**src/rtl/spi_master_pkg.sv**
```systemverilog
// Shared types and helpers for the SPI register-bank master.
package spi_master_pkg;

    typedef enum logic [2:0] {
        IDLE  = 3'd0,
        SETUP = 3'd1,
        SHIFT = 3'd2,
        HOLD  = 3'd3,
        GAP   = 3'd4
    } state_e;

    localparam int CMD_WIDTH = 8;
    localparam int RW_BIT    = 7;

    // Command byte: rw flag in the top bit, zero-extended address below it.
    function automatic logic [CMD_WIDTH-1:0] build_cmd(input logic rw, input logic [6:0] addr);
        logic [CMD_WIDTH-1:0] c;
        c         = {1'b0, addr};
        c[RW_BIT] = rw;
        return c;
    endfunction

endpackage

```
**src/rtl/spi_clk_gen.sv**
```systemverilog
// Phase counter for the SPI master: one tick per CLK_DIV cycles of an active
// phase, decoded into rise/fall/sample strobes for spi_clk.
module spi_clk_gen #(
    parameter int CLK_DIV = 8
) (
    input  logic clk,
    input  logic rst,
    input  logic ena,
    input  logic run_i,
    input  logic short_i,
    input  logic lead_i,
    input  logic shift_i,
    input  logic sclk_i,
    output logic tick_o,
    output logic rise_en_o,
    output logic fall_en_o,
    output logic sample_en_o
);
    localparam int CW = (CLK_DIV > 2) ? $clog2(CLK_DIV) : 1;

    logic [CW-1:0] cnt_q, cnt_d;
    logic          last;

    // A short phase ends one cycle early (used by the inter-frame gap).
    assign last   = (cnt_q == (short_i ? CW'(CLK_DIV - 2) : CW'(CLK_DIV - 1)));
    assign tick_o = ena && run_i && last;
    assign cnt_d  = (!run_i || last) ? '0 : cnt_q + 1'b1;

    always_ff @(posedge clk or posedge rst) begin
        if (rst) begin
            cnt_q <= '0;
        end else if (ena) begin
            cnt_q <= cnt_d;
        end
    end

    assign rise_en_o   = tick_o && (lead_i || (shift_i && !sclk_i));
    assign fall_en_o   = tick_o && shift_i && sclk_i;
    // MISO is taken on the last cycle of a high half, i.e. with the fall.
    assign sample_en_o = fall_en_o;

endmodule

```
**src/rtl/sync2.sv**
```systemverilog
// Two-flop synchronizer for a single asynchronous input bit.
module sync2 (
    input  logic clk,
    input  logic rst,
    input  logic d_i,
    output logic q_o
);
    logic meta_q, sync_q;

    always_ff @(posedge clk or posedge rst) begin
        if (rst) begin
            meta_q <= 1'b0;
            sync_q <= 1'b0;
        end else begin
            meta_q <= d_i;
            sync_q <= meta_q;
        end
    end

    assign q_o = sync_q;

endmodule

```
**src/rtl/spi_reg_master.sv**
```systemverilog
// SPI mode-0 initiator: turns single-register read/write requests into
// {cmd byte, data} frames and captures MISO on reads.
module spi_reg_master
    import spi_master_pkg::*;
#(
    parameter int ADDR_WIDTH = 3,
    parameter int REG_WIDTH  = 8,
    parameter int CLK_DIV    = 8
) (
    input  logic                  clk,
    input  logic                  rst,
    input  logic                  ena,
    input  logic                  req_valid,
    output logic                  req_ready,
    input  logic                  req_write,
    input  logic [ADDR_WIDTH-1:0] req_addr,
    input  logic [REG_WIDTH-1:0]  req_wdata,
    output logic                  rsp_valid,
    output logic [REG_WIDTH-1:0]  rsp_rdata,
    output logic                  busy,
    output logic                  spi_cs_n,
    output logic                  spi_clk,
    output logic                  spi_mosi,
    input  logic                  spi_miso
);
    localparam int N  = CMD_WIDTH + REG_WIDTH;
    localparam int BW = $clog2(N);

    state_e               state_q;
    logic                 cs_n_q, sclk_q, mosi_q, rsp_valid_q, write_q;
    logic [N-1:0]         sh_q;
    logic [BW-1:0]        bit_q;
    logic [REG_WIDTH-1:0] rd_q, rdata_q;

    logic         miso_s;
    logic         tick, rise_en, fall_en, sample_en;
    logic [N-1:0] frame;

    sync2 u_miso_sync (
        .clk (clk),
        .rst (rst),
        .d_i (spi_miso),
        .q_o (miso_s)
    );

    spi_clk_gen #(
        .CLK_DIV (CLK_DIV)
    ) u_clk_gen (
        .clk         (clk),
        .rst         (rst),
        .ena         (ena),
        .run_i       (state_q != IDLE),
        .short_i     (state_q == GAP),
        .lead_i      (state_q == SETUP),
        .shift_i     (state_q == SHIFT),
        .sclk_i      (sclk_q),
        .tick_o      (tick),
        .rise_en_o   (rise_en),
        .fall_en_o   (fall_en),
        .sample_en_o (sample_en)
    );

    assign frame = {build_cmd(req_write, 7'(req_addr)),
                    req_write ? req_wdata : {REG_WIDTH{1'b0}}};

    always_ff @(posedge clk or posedge rst) begin
        if (rst) begin
            state_q     <= IDLE;
            cs_n_q      <= 1'b1;
            sclk_q      <= 1'b0;
            mosi_q      <= 1'b0;
            rsp_valid_q <= 1'b0;
            write_q     <= 1'b0;
            sh_q        <= '0;
            bit_q       <= '0;
            rd_q        <= '0;
            rdata_q     <= '0;
        end else if (ena) begin
            rsp_valid_q <= 1'b0;
            case (state_q)
                IDLE: begin
                    if (req_valid) begin
                        state_q <= SETUP;
                        cs_n_q  <= 1'b0;
                        mosi_q  <= frame[N-1];
                        sh_q    <= {frame[N-2:0], 1'b0};
                        write_q <= req_write;
                        bit_q   <= '0;
                    end
                end
                SETUP: begin
                    if (rise_en) begin
                        state_q <= SHIFT;
                        sclk_q  <= 1'b1;
                    end
                end
                SHIFT: begin
                    if (rise_en) sclk_q <= 1'b1;
                    if (fall_en) begin
                        sclk_q <= 1'b0;
                        if (sample_en && bit_q >= BW'(CMD_WIDTH))
                            rd_q <= {rd_q[REG_WIDTH-2:0], miso_s};
                        // No MOSI advance on the final fall; HOLD parks it low.
                        if (bit_q == BW'(N - 1)) begin
                            state_q <= HOLD;
                            mosi_q  <= 1'b0;
                        end else begin
                            mosi_q <= sh_q[N-1];
                            sh_q   <= {sh_q[N-2:0], 1'b0};
                            bit_q  <= bit_q + 1'b1;
                        end
                    end
                end
                HOLD: begin
                    if (tick) begin
                        state_q     <= GAP;
                        cs_n_q      <= 1'b1;
                        rsp_valid_q <= 1'b1;
                        if (!write_q) rdata_q <= rd_q;
                    end
                end
                // GAP is one cycle short so a held req_valid re-accepts
                // exactly CLK_DIV cycles after CS rises.
                GAP: begin
                    if (tick) state_q <= IDLE;
                end
                default: state_q <= IDLE;
            endcase
        end
    end

    assign req_ready = (state_q == IDLE);
    assign busy      = !req_ready;
    assign rsp_valid = rsp_valid_q;
    assign rsp_rdata = rdata_q;
    assign spi_cs_n  = cs_n_q;
    assign spi_clk   = sclk_q;
    assign spi_mosi  = mosi_q;

endmodule

```
**config.mk**
```make
export PLATFORM = sky130hd
export DESIGN_NAME = spi_reg_master
export DESIGN_NICKNAME = d
export VERILOG_FILES = /design/src/rtl/spi_master_pkg.sv /design/src/rtl/spi_clk_gen.sv /design/src/rtl/sync2.sv /design/src/rtl/spi_reg_master.sv
export SDC_FILE = /design/constraint.sdc
export NUM_CORES = 1
export LEC_CHECK = 0
export ABC_AREA = 1
export CAP_MARGIN = 5
export CORE_ASPECT_RATIO = 1.5
export CORE_MARGIN = 3
export CORE_UTILIZATION = 55
export CTS_CLUSTER_DIAMETER = 100
export DETAILED_ROUTE_END_ITERATION = 7
export PLACE_DENSITY_LB_ADDON = 0.3
export SYNTH_ARGS = -nofsm -noshare
export SYNTH_HDL_FRONTEND = slang
export SYNTH_HIERARCHICAL = 1
export SYNTH_SLANG_ARGS = --single-unit
```
**constraint.sdc**
```tcl
create_clock -name clk -period 6.04 [get_ports clk]
set_input_delay 1.51 -clock clk [delete_from_list [all_inputs] [get_ports clk]]
set_output_delay 1.51 -clock clk [all_outputs]
set_load 0.005 [all_outputs]
```
==> results.py <==
metrics = {
    "logic_synthesis": {
        "synthArstFlopShare_pct": 100,
        "synth_cells": 294,
        "yosysUniqueCellTypes": 29,
        "synth_top_family_by_area": "simple AND/OR/NAND/NOR gates",
        "ys_seq_elements": 48,
        "synth_compound_area_share_pct": 6.70,
        "synth_edf_count": 0,
        "yosys.area.top_type": "dfrtp_1",
        "postSynthAreaPerCell_um2": 8.19,
        "synth_warnings": 6,
        "syn-num-nets": 314,
        "yosysSeqAreaShare_pct": 49.9,
        "synth.most_common_cell": "nand2_1",
        "synth_top_area_share_pct": 48.8,
        "synth_simple_gate_area_share_pct": 32.9,
        "synth_mux_area_share_pct": 0,
        "synth.cell_area_mm2": 0.00241,
        "synth_common_cells": "nand2_1, dfrtp_1, inv_1, nand3_1",
        "synth_xor_area_share_pct": 0.727,
        "synth_area_leaders": "dfrtp_1, nand2_1, nand3_1",
        "synth_fa_ha_area_share_pct": 1.56,
        "ys.flop_type": "dfrtp_1",
    },
    "critical_path": {
        "r2r-end": "sh_q[8]",
        "cp_slowest_cell": "clkdlybuf4s50_1",
        "crit_path_max_fanout": 22,
        "reg2reg_from": "state_q[2]",
        "r2r_cells": 13,
        "cp_data_arrival_time_ns": 3.91,
        "crit_family": "simple AND/OR/NAND/NOR gates",
        "path_cells": "clkdlybuf4s50_1, nand2_1, nor2_4, inv_2, nor2_1, o211ai_1, nor2_4, nand2_4, nand2_1, nand2_1",
        "worstPathRequired_ns": 6.23,
        "rrSetupSlack_ns": 3.41,
        "crit_type": "in -> reg",
        "crit_top_cell": "nand2_1",
        "crit_buf_inv": 2,
        "cp.depth": 10,
        "critPathCaptureType": "flop",
        "cp-start-kind": "primary input",
        "cpPeakStageDelay_ns": 0.70,
    },
    "worst_hold_path": {
        "min_path_type": "reg -> reg",
        "hold_depth": 0,
        "hold_end": "u_miso_sync/q_o",
        "min_from": "u_miso_sync/meta_q",
    },
    "floorplanning": {
        "io-pin-count": 31,
        "dieArea_mm2": 0.00523,
        "row_count": 28,
        "initial_core_util_pct": 59.3,
        "fp.coreArea_mm2": 0.00406,
        "die_h_um": 87.1,
        "fp.dieW_um": 60.0,
    },
    "routing": {
        "drc": 0,
        "ant_nets": 0,
        "drtIter0Drc": 107,
        "vias": 1913,
        "avgRoutedWirePerCell_um": 12.3,
        "firstDrtPassIters": 4,
        "viasPerCell": 5.18,
        "drt-total-wl_mm": 4.55,
    },
    "clock_tree": {
        "cts_buffers": 5,
        "clock_sinks": 48,
        "cts_resized": 0,
        "cts_tree": "built",
        "clockBufferDepth": 2,
        "clk_latency_ns": 0.30,
        "post_cts_buffers": 0,
        "cts-root-buf": "clkbuf_8",
        "hold_buffers": 0,
        "cts.htree.levels": 2,
        "cts.reportedPaths.clkPinSlew_ns": 0.09,
    },
    "global_route": {
        "grt-ovfl-total": 0,
        "grt_use_total_pct": 19.3,
        "grt_max_degree": 31,
        "grt_pass1_wl_mm": 7.82,
        "grt_pass1_vias": 1875,
        "antenna_found_initial": 0,
    },
    "place": {
        "numPortBuffers": 30,
        "dp_hpwl_mm": 3.23,
        "dp_slack_ns": 2.02,
        "globalplace.congestion": 0.807,
    },
    "layout": {
        "syn2layout_area_growth_pct": 17.0,
        "drive_gt1_share_pct": 12.0,
        "nets": 343,
        "n_antenna_cell": 0,
    },
    "sta": {
        "final.setup_skew_ns": 0.00359,
        "relSlewSlack_pct": 65.2,
        "fmax_mhz": 269,
        "slew_viol_final": 0,
        "whs_ns": 0.356,
        "hold_viol_final": 0,
        "fin_crit_sh_pct": 61.6,
        "worstMarginPinSlew_ns": 0.521,
        "tns_ns": 0,
        "setup_viol": 0,
        "rsz0062_at_grt": "false",
        "period_minus_slack_ns": 3.72,
        "timing.final.ws_setup_ns": 2.32,
    },
    "power": {
        "p_per_area_mw_per_mm2": 341,
        "irDropWorstVdd_mv": 0.245,
        "cellLeakagePower_nw": 1.43,
        "power_mw": 0.960,
    },
    "status": {
        "status": "finished, final reports clean",
    },
    "run": {
        "drv_cap": 0,
    },
}
-- sequential cells by signal (all words and copies together), names as in the netlist --
name                cells
rd_q                    8
rsp_valid               1
state_q                 3
spi_clk                 1
spi_cs_n                1
u_miso_sync/meta_q      1
spi_mosi                1
bit_q                   4
rsp_rdata               8
u_clk_gen/cnt_q         3
u_miso_sync/q_o         1
write_q                 1
sh_q                   15
-- layer usage --
layer | vias up | GRT usage, % | share of wire [%]
li1 | 973 | - | -
met1 | 883 | 22.7 | 43
met2 | 49 | 33.8 | 51
met3 | 8 | 2.97 | 4.4
met4 | 0 | 8.27 | 1.9
met5 | - | 0 | 0
-- cell usage in the layout (no fill, tap or decap), types with 2 or more instances in the layout --
cell type        synthesis  layout
a21oi_1                  4       4
clkbuf_8                 0       5
clkdlybuf4s50_1          0      30
clkinv_4                 0       2
dfrtp_1                 47      47
ha_1                     3       3
inv_1                   26      26
inv_2                    7       7
nand2_1                116     116
nand2_2                  2       2
nand2_4                  2       2
nand3_1                 24      24
nand3_2                  3       3
nand3_4                  2       2
nand3b_1                 2       2
nand4_1                  2       2
nor2_1                  11      11
nor2_2                   2       2
nor2_4                   4       4
nor3_1                   2       2
o21ai_0                 11      11
o21ai_1                  2       2
o21ai_2                  6       6
xnor2_1                  2       2
-- worst max-delay path by stage --
stage / startpoint / to
2_1_floorplan: ena / bit_q[2]
3_3_place_gp: ena / sh_q[3]
3_5_place_dp: ena / bit_q[3]
4_1_cts: ena / bit_q[2]
5_1_grt: ena / sh_q[6]
6_report: ena / sh_q[8]
-- worst register-to-register path, cell delays in order (launching register included) --
cell	delay (ns)
dfrtp_1	0.49
inv_2	0.10
nor3_1	0.21
inv_1	0.08
nand2_2	0.09
nand3_4	0.09
nor2_4	0.15
inv_2	0.05
nor2_1	0.21
o211ai_1	0.20
nor2_4	0.44
nand2_4	0.24
nand2_1	0.12
nand2_1	0.06
-- report_power, final --
| group | total (mW) | leakage, nW | internal [mW] | switching (mW) |
|---|---|---|---|---|
| registers | 0.427 | 0.632 | 0.379 | 0.0488 |
| clock network | 0.237 | 0.0583 | 0.125 | 0.112 |
| logic | 0.296 | 0.741 | 0.110 | 0.186 |
| total | 0.960 | 1.43 | 0.614 | 0.347 |
-- through the flow --
step	util, %	cell area, um2	cells
floorplan	-	2410	294
global placement	66.5	2700	361
detailed placement	66.5	2700	361
CTS	69.4	2820	369
global route	69.4	2820	369
finish	69.4	2820	369
-- logic make-up after synthesis --
group,after synthesis
flops,48
buf+inv,43
compound gates,26
xor+xnor,2
simple gates,172
fa+ha+maj,3
-- final cells by class --
class | instances | area, um2
inverter | 34 | 128
tap | 45 | 56.3
sequential | 48 | 1200
clock buffer | 5 | 68.8
multi-input combinational | 203 | 1010
clock inverter | 3 | 47.5
fill | 349 | 1240
timing repair buffer | 31 | 308
(Power assumes the default switching activity.)
